--- src/rtl/cpu_isa_pkg.sv ---
// Shared definitions for the 4-bit CPU: opcode constants and the program loader state encoding.
package cpu_isa_pkg;

   localparam logic [3:0] OP_LDA  = 4'd0;
   localparam logic [3:0] OP_LDB  = 4'd1;
   localparam logic [3:0] OP_LDO  = 4'd2;
   localparam logic [3:0] OP_LDSA = 4'd3;
   localparam logic [3:0] OP_LDSB = 4'd4;
   localparam logic [3:0] OP_LSH  = 4'd5;
   localparam logic [3:0] OP_RSH  = 4'd6;
   localparam logic [3:0] OP_CLR  = 4'd7;
   localparam logic [3:0] OP_SNZA = 4'd8;
   localparam logic [3:0] OP_SNZS = 4'd9;
   localparam logic [3:0] OP_ADD  = 4'd10;
   localparam logic [3:0] OP_SUB  = 4'd11;
   localparam logic [3:0] OP_XOR  = 4'd14;

   typedef enum logic [1:0] {
      ST_CLEAR = 2'd0,
      ST_RUN   = 2'd1,
      ST_LOAD  = 2'd2
   } loader_state_e;

endpackage

--- src/rtl/program_loader_if.sv ---
// Host-side nibble stream into the program loader: load control plus valid/ready data.
interface program_loader_if;

   logic       loadStart;
   logic       loadEnd;
   logic [3:0] nibbleIn;
   logic       nibbleValid;
   logic       nibbleReady;

   modport master (
      output loadStart, loadEnd, nibbleIn, nibbleValid,
      input  nibbleReady
   );

   modport slave (
      input  loadStart, loadEnd, nibbleIn, nibbleValid,
      output nibbleReady
   );

endinterface

--- src/rtl/program_loader_ram.sv ---
// Program store array: one synchronous write port, one asynchronous read port, no reset on contents.
module program_ram #(
   parameter int ADDR_WIDTH = 8
) (
   input  logic                  clk,
   input  logic                  we,
   input  logic [ADDR_WIDTH-1:0] waddr,
   input  logic [3:0]            wdata,
   input  logic [ADDR_WIDTH-1:0] raddr,
   output logic [3:0]            rdata
);

   localparam int DEPTH = 2 ** ADDR_WIDTH;

   logic [3:0] mem [DEPTH];

   always_ff @(posedge clk) begin
      if (we) mem[waddr] <= wdata;
   end

   assign rdata = mem[raddr];

endmodule

--- src/rtl/program_loader.sv ---
// Writable program store: clears itself to CLR, then accepts a host nibble stream from address 0
// while holding the CPU; serves fetches combinationally in RUN.
module program_loader
   import cpu_isa_pkg::*;
#(
   parameter int ADDR_WIDTH = 8
) (
   input  logic                  clk,
   input  logic                  rst_n,
   program_loader_if.slave       host,
   input  logic [ADDR_WIDTH-1:0] addressIn,
   output logic [3:0]            dataOut,
   output logic                  cpuHold,
   output logic                  loadDone,
   output logic [ADDR_WIDTH:0]   loadCount,
   output logic [3:0]            checksum
);

   localparam logic [ADDR_WIDTH-1:0] LAST_ADDR = '1;

   loader_state_e         state_q, state_d;
   logic [ADDR_WIDTH-1:0] addr_q, addr_d;
   logic                  pending_q, pending_d;
   logic [ADDR_WIDTH:0]   count_q, count_d;
   logic [3:0]            csum_q, csum_d;
   logic                  hold_q, hold_d;
   logic                  ready_q, ready_d;
   logic                  done_q, done_d;

   logic                  ram_we;
   logic [3:0]            ram_wdata;
   logic [3:0]            ram_rdata;
   logic                  accept;

   assign accept = ready_q && host.nibbleValid;

   // One address counter serves as clearAddr in CLEAR and writeAddr in LOAD; CLEAR wraps it back to 0.
   always_comb begin
      state_d   = state_q;
      addr_d    = addr_q;
      pending_d = pending_q;
      count_d   = count_q;
      csum_d    = csum_q;
      done_d    = 1'b0;
      ram_we    = 1'b0;
      ram_wdata = OP_CLR;

      case (state_q)
         ST_CLEAR: begin
            ram_we = 1'b1;
            addr_d = addr_q + 1'b1;
            if (addr_q == LAST_ADDR) state_d = pending_q ? ST_LOAD : ST_RUN;
         end
         ST_RUN: begin
            if (host.loadStart) begin
               state_d   = ST_CLEAR;
               pending_d = 1'b1;
               count_d   = '0;
               csum_d    = '0;
               addr_d    = '0;
            end
         end
         ST_LOAD: begin
            if (accept) begin
               ram_we    = 1'b1;
               ram_wdata = host.nibbleIn;
               addr_d    = addr_q + 1'b1;
               count_d   = count_q + 1'b1;
               csum_d    = csum_q ^ host.nibbleIn;
            end
            if (host.loadEnd || (accept && addr_q == LAST_ADDR)) begin
               state_d   = ST_RUN;
               pending_d = 1'b0;
               addr_d    = '0;
               done_d    = 1'b1;
            end
         end
         default: begin
            state_d = ST_CLEAR;
            addr_d  = '0;
         end
      endcase

      hold_d  = (state_d != ST_RUN);
      ready_d = (state_d == ST_LOAD);
   end

   always_ff @(posedge clk or negedge rst_n) begin
      if (!rst_n) begin
         state_q   <= ST_CLEAR;
         addr_q    <= '0;
         pending_q <= 1'b0;
         count_q   <= '0;
         csum_q    <= '0;
         hold_q    <= 1'b1;
         ready_q   <= 1'b0;
         done_q    <= 1'b0;
      end else begin
         state_q   <= state_d;
         addr_q    <= addr_d;
         pending_q <= pending_d;
         count_q   <= count_d;
         csum_q    <= csum_d;
         hold_q    <= hold_d;
         ready_q   <= ready_d;
         done_q    <= done_d;
      end
   end

   program_ram #(
      .ADDR_WIDTH (ADDR_WIDTH)
   ) u_ram (
      .clk   (clk),
      .we    (ram_we),
      .waddr (addr_q),
      .wdata (ram_wdata),
      .raddr (addressIn),
      .rdata (ram_rdata)
   );

   assign dataOut          = (state_q == ST_RUN) ? ram_rdata : OP_CLR;
   assign cpuHold          = hold_q;
   assign loadDone         = done_q;
   assign loadCount        = count_q;
   assign checksum         = csum_q;
   assign host.nibbleReady = ready_q;

endmodule

--- src/flat_wrapper.sv ---
// flat-port wrapper written by rule: the top's interface ports become plain ports
module program_loader_flat import cpu_isa_pkg::*;
#(
   parameter int ADDR_WIDTH = 8
)
  (clk, rst_n, addressIn, dataOut, cpuHold, loadDone, loadCount, checksum, host_loadStart, host_loadEnd, host_nibbleIn, host_nibbleValid, host_nibbleReady);
  program_loader_if host_i ();
  input  logic clk;
  input  logic rst_n;
  input  logic [ADDR_WIDTH-1:0] addressIn;
  output logic [3:0] dataOut;
  output logic cpuHold;
  output logic loadDone;
  output logic [ADDR_WIDTH:0] loadCount;
  output logic [3:0] checksum;
  input wire logic [$bits(host_i.loadStart)-1:0] host_loadStart;
  input wire logic [$bits(host_i.loadEnd)-1:0] host_loadEnd;
  input wire logic [$bits(host_i.nibbleIn)-1:0] host_nibbleIn;
  input wire logic [$bits(host_i.nibbleValid)-1:0] host_nibbleValid;
  output wire logic [$bits(host_i.nibbleReady)-1:0] host_nibbleReady;
  assign host_i.loadStart = host_loadStart;
  assign host_i.loadEnd = host_loadEnd;
  assign host_i.nibbleIn = host_nibbleIn;
  assign host_i.nibbleValid = host_nibbleValid;
  assign host_nibbleReady = host_i.nibbleReady;
  program_loader #(.ADDR_WIDTH(ADDR_WIDTH)) u_core (.clk(clk), .rst_n(rst_n), .host(host_i), .addressIn(addressIn), .dataOut(dataOut), .cpuHold(cpuHold), .loadDone(loadDone), .loadCount(loadCount), .checksum(checksum));
endmodule
--- config.mk ---
export PLATFORM = sky130hd
export DESIGN_NAME = program_loader_flat
export DESIGN_NICKNAME = d
export VERILOG_FILES = /design/src/rtl/cpu_isa_pkg.sv /design/src/rtl/program_loader_if.sv /design/src/rtl/program_loader_ram.sv /design/src/rtl/program_loader.sv /design/src/flat_wrapper.sv
export SDC_FILE = /design/constraint.sdc
export NUM_CORES = 1
export LEC_CHECK = 0
export BUFFER_PORTS_ARGS = -buffer_cell sky130_fd_sc_hd__buf_2
export CORE_UTILIZATION = 35
export DETAILED_ROUTE_END_ITERATION = 8
export HOLD_SLACK_MARGIN = 0.02
export PLACE_DENSITY = 0.45
export SETUP_SLACK_MARGIN = 0.02
export SYNTH_ARGS = -nofsm -noshare
export SYNTH_HDL_FRONTEND = slang
export SYNTH_SLANG_ARGS = --single-unit
--- constraint.sdc ---
create_clock -name clk -period 8.1 [get_ports clk]
set_clock_uncertainty 0.1 [all_clocks]
set_input_delay 1.62 -clock clk [delete_from_list [all_inputs] [get_ports clk]]
set_output_delay 1.62 -clock clk [all_outputs]
set_load 0.005 [all_outputs]
==> flow_summary_export.csv <==
group,metric,value,unit
grt,grt_pass1_wl,160,mm
drt,antenna_violating_nets_post_route,0,
sta,clock.fmax,0.144,GHz
yosys,synth_top_area_share,73.8,%
setup_path,cpMaxStageDelayCell,"and2_2",
sta,whs,445,ps
yosys,yosysSeqAreaShare,75.5,%
sta,fin_setup_tns,0,ps
yosys,ys_top_cells_by_count,"1024 x edfxtp_1, 290 x nor2_1, 239 x mux4_2",
finish,ff_latch_area,31400,um^2
drt,avgRoutedWirePerCell,28.8,um
sta,finalCritPeriodShare,86.0,%
setup_path,path_delay_family,"simple AND/OR/NAND/NOR gates",
grt,antenna_found_initial,3,
placement,portBuffers,36,
power_and_ir_drop,power_density,254,nW/um^2
yosys,synth-seq-cells,1051,
setup_path,critical-path-max-stage-delay,1070,ps
finish,final_layout_size_suffix_gt1_share,22.4,%
power_and_ir_drop,leakage,16.5,nW
setup_path,worstPathRequired,6380,ps
clock_network,cts_setup_buffers,0,
yosys,synth_area,41600,um^2
sta,max_slew_margin,16.2,%
power_and_ir_drop,ir_drop,171,uV
finish,fill_cells,10500,
drt,viasPerCell,5.38,
finish,area_delta_synth_final,13.1,%
sta,worst_slew_pin_slew,1260,ps
placement,post-place-ws,1120,ps
outcome,outcome,"completed",
drt,dr.pass1.iters,5,
placement,gp_congestion,0.753,
placement,place_hpwl,66.0,mm
yosys,synth_area_leaders,"edfxtp_1 74%, mux4_2 13%, nor2_1 2.6%",
yosys,async_flop_share,2.57,%
die,initial_core_util,35.3,%
clock_network,ctsResizeCount,0,
clock_network,cts_made_buffers,114,
grt,grt_max_degree,217,
finish,finalNetCount,2231,
sta,finalHoldViolCount,0,
sta,drv_slew,0,
die,die_area,120000,um^2
yosys,synth_top_flop_cell,"edfxtp_1",
clock_network,cts_tree,"built",
finish,n_antenna_cell,0,
clock_network,h-tree-depth,3,
setup_path,end_kind,"output pin",
grt,grt-ovfl-total,0,
sta,finalCriticalPeriod,6970,ps
setup_path,crit_buf_inv,2,
grt,grtUsageTotal,18.5,%
clock_network,clkTransAtPathRegs,50,ps
sta,rsz0062_at_grt,"no",
drt,vias,20700,
die,rows,126,
drt,drc,0,
clock_network,cts_root_buffer,"clkbuf_16",
clock_network,ctsHoldBuffers,0,
yosys,yosysMostFrequentCell,"edfxtp_1",
die,num_io_pins,37,
die,dieHeight,347,um
setup_path,crit_chain,"buf_4 > and2_2 > a22oi_1 > a21oi_1 > or4_1 > o221ai_1 > nand3_1 > buf_2",
yosys,yosys.area.top_type,"edfxtp_1",
die,dieWidth,347,um
finish,post-route-util,39.9,%
setup_path,cp_max_fo,51,
finish,stdcell_count,3841,
setup_path,worstPathArrival,5250,ps
setup_path,crit_type,"input port to output pin",
drt,drt_wl_total,111,mm
clock_network,clk_latency,690,ps
yosys,postSynthAreaPerCell,19.3,um^2
yosys,yosysWarnings,0,
finish,multi_input_area,9510,um^2
drt,drtIter0Drc,1819,
sta,fin_ws,1130,ps
run,cap_violations,0,
yosys,synthCells,2156,
yosys,syn_nets,2178,
clock_network,cts_buffer_depth,3,
yosys,synth_edf_count,1024,
die,coreArea,118000,um^2
setup_path,crit_path_start_kind,"input port",
yosys,synth_cell_types,58,
grt,grt_pass1_vias,22000,
sta,setup_viol,0,
clock_network,clock-sinks,1051,
placement,placedCellCount,3629,
worst_hold_path,holdCritPathClass,"flip-flop to flip-flop",
## logic make-up (layout without fill, tap and decap cells)
family / after synthesis / in the layout / synth area share [%]
xor+xnor: 11 / 11 / 0.231
compound gates: 202 / 202 / 3.46
fa+ha+maj: 5 / 5 / 0.150
flops: 1051 / 1051 / 75.5
mux: 292 / 292 / 14.2
simple gates: 448 / 448 / 4.62
buf+inv: 147 / 296 / 1.87
## placed cells by master (no fill, tap or decap), types with 5 or more instances in the layout
master,netlist,final
nand4_1,8,8
a221oi_1,5,5
clkinv_2,0,23
clkinvlp_4,0,13
nor2b_1,20,18
clkinv_4,0,5
clkinv_1,1,27
dfrtp_1,26,26
inv_1,9,9
o22ai_1,19,19
nand3_1,19,19
nor3_1,10,10
inv_6,0,8
a21oi_1,33,33
clkbuf_1,70,11
nor2_1,290,289
clkbuf_16,0,116
a211oi_1,17,17
mux2i_1,49,49
a22o_1,6,6
edfxtp_1,1024,1024
ha_1,5,5
o21ai_0,13,13
nand2b_1,16,13
or4_1,6,6
a22oi_1,57,57
buf_4,8,33
bufinv_16,0,8
buf_12,0,6
buf_2,32,33
o221ai_1,18,18
nand2_2,0,10
mux4_2,239,239
xor2_1,9,9
nand2_1,56,46
or3_1,6,6
## path summary, 6_finish.rpt
| path | start | end | slack (ps) | depth (start not counted) |
|---|---|---|---|---|
| max | addressIn[2] | dataOut[2] | 1130 | 8 |
| min | u_core.loadCount[8] | u_core.loadCount[8] | 450 | 2 |
| max reg2reg | u_core.host.nibbleReady | u_core.u_ram.mem[199][0] | 4750 | 5 |
| min reg2reg | u_core.loadCount[8] | u_core.loadCount[8] | 450 | 2 |
| max in group asynchronous | rst_n | u_core.pending_q | 6630 | 1 |
| min in group asynchronous | rst_n | u_core.loadCount[4] | 860 | 1 |
## layout make-up
class                   count  share of cell area [%]
multi-input cells         958                    20.2
clock inverters            85                    1.49
repair buffers             74                    1.20
flip-flops and latches   1051                    66.7
clock buffers             127                    6.25
well taps                1536                    4.08
inverters                  10                  0.0797
## registers in the layout, indices dropped and copies added, names as in the netlist
| name | flops |
|---|---|
| u_core.addr_q | 8 |
| u_core.loadCount | 9 |
| u_core.u_ram.mem | 1024 |
| u_core.cpuHold | 1 |
| u_core.host.nibbleReady | 1 |
| u_core.pending_q | 1 |
| u_core.checksum | 4 |
| u_core.loadDone | 1 |
| u_core.state_q | 2 |
## per-stage QoR
step                instance area [um^2]  power, mW
finish                             47100       11.9
global route                       47100       12.3
CTS                                47100       12.1
detailed placement                 43500       7.05
global placement                   43500       7.04
floorplan                          41600       6.61
## metal layers
layer | global-route usage [%] | up-vias | part of all wire [%] | routed length [um]
met5 | 0 | - | 0 | 0
met4 | 4.42 | 0 | 1.7 | 1880
met3 | 3.07 | 115 | 5.1 | 5640
met2 | 31.1 | 560 | 50 | 55300
met1 | 24.9 | 11100 | 43 | 47800
li1 | - | 8888 | - | -
## tightest hold or removal path, delay by kind of cell (launching register included)
family / cells / cell delay [ps]
XOR/XNOR: 1 / 70
AND/OR/NAND/NOR: 1 / 80
flip-flops: 1 / 360
## power breakdown
group | switching, mW | total (mW) | internal, mW
clock | 2.17 | 5.04 | 2.88
combinational | 0.668 | 0.857 | 0.189
sequential | 0.0567 | 6.05 | 5.99
No activity file was read; power rests on OpenSTA's default activity.
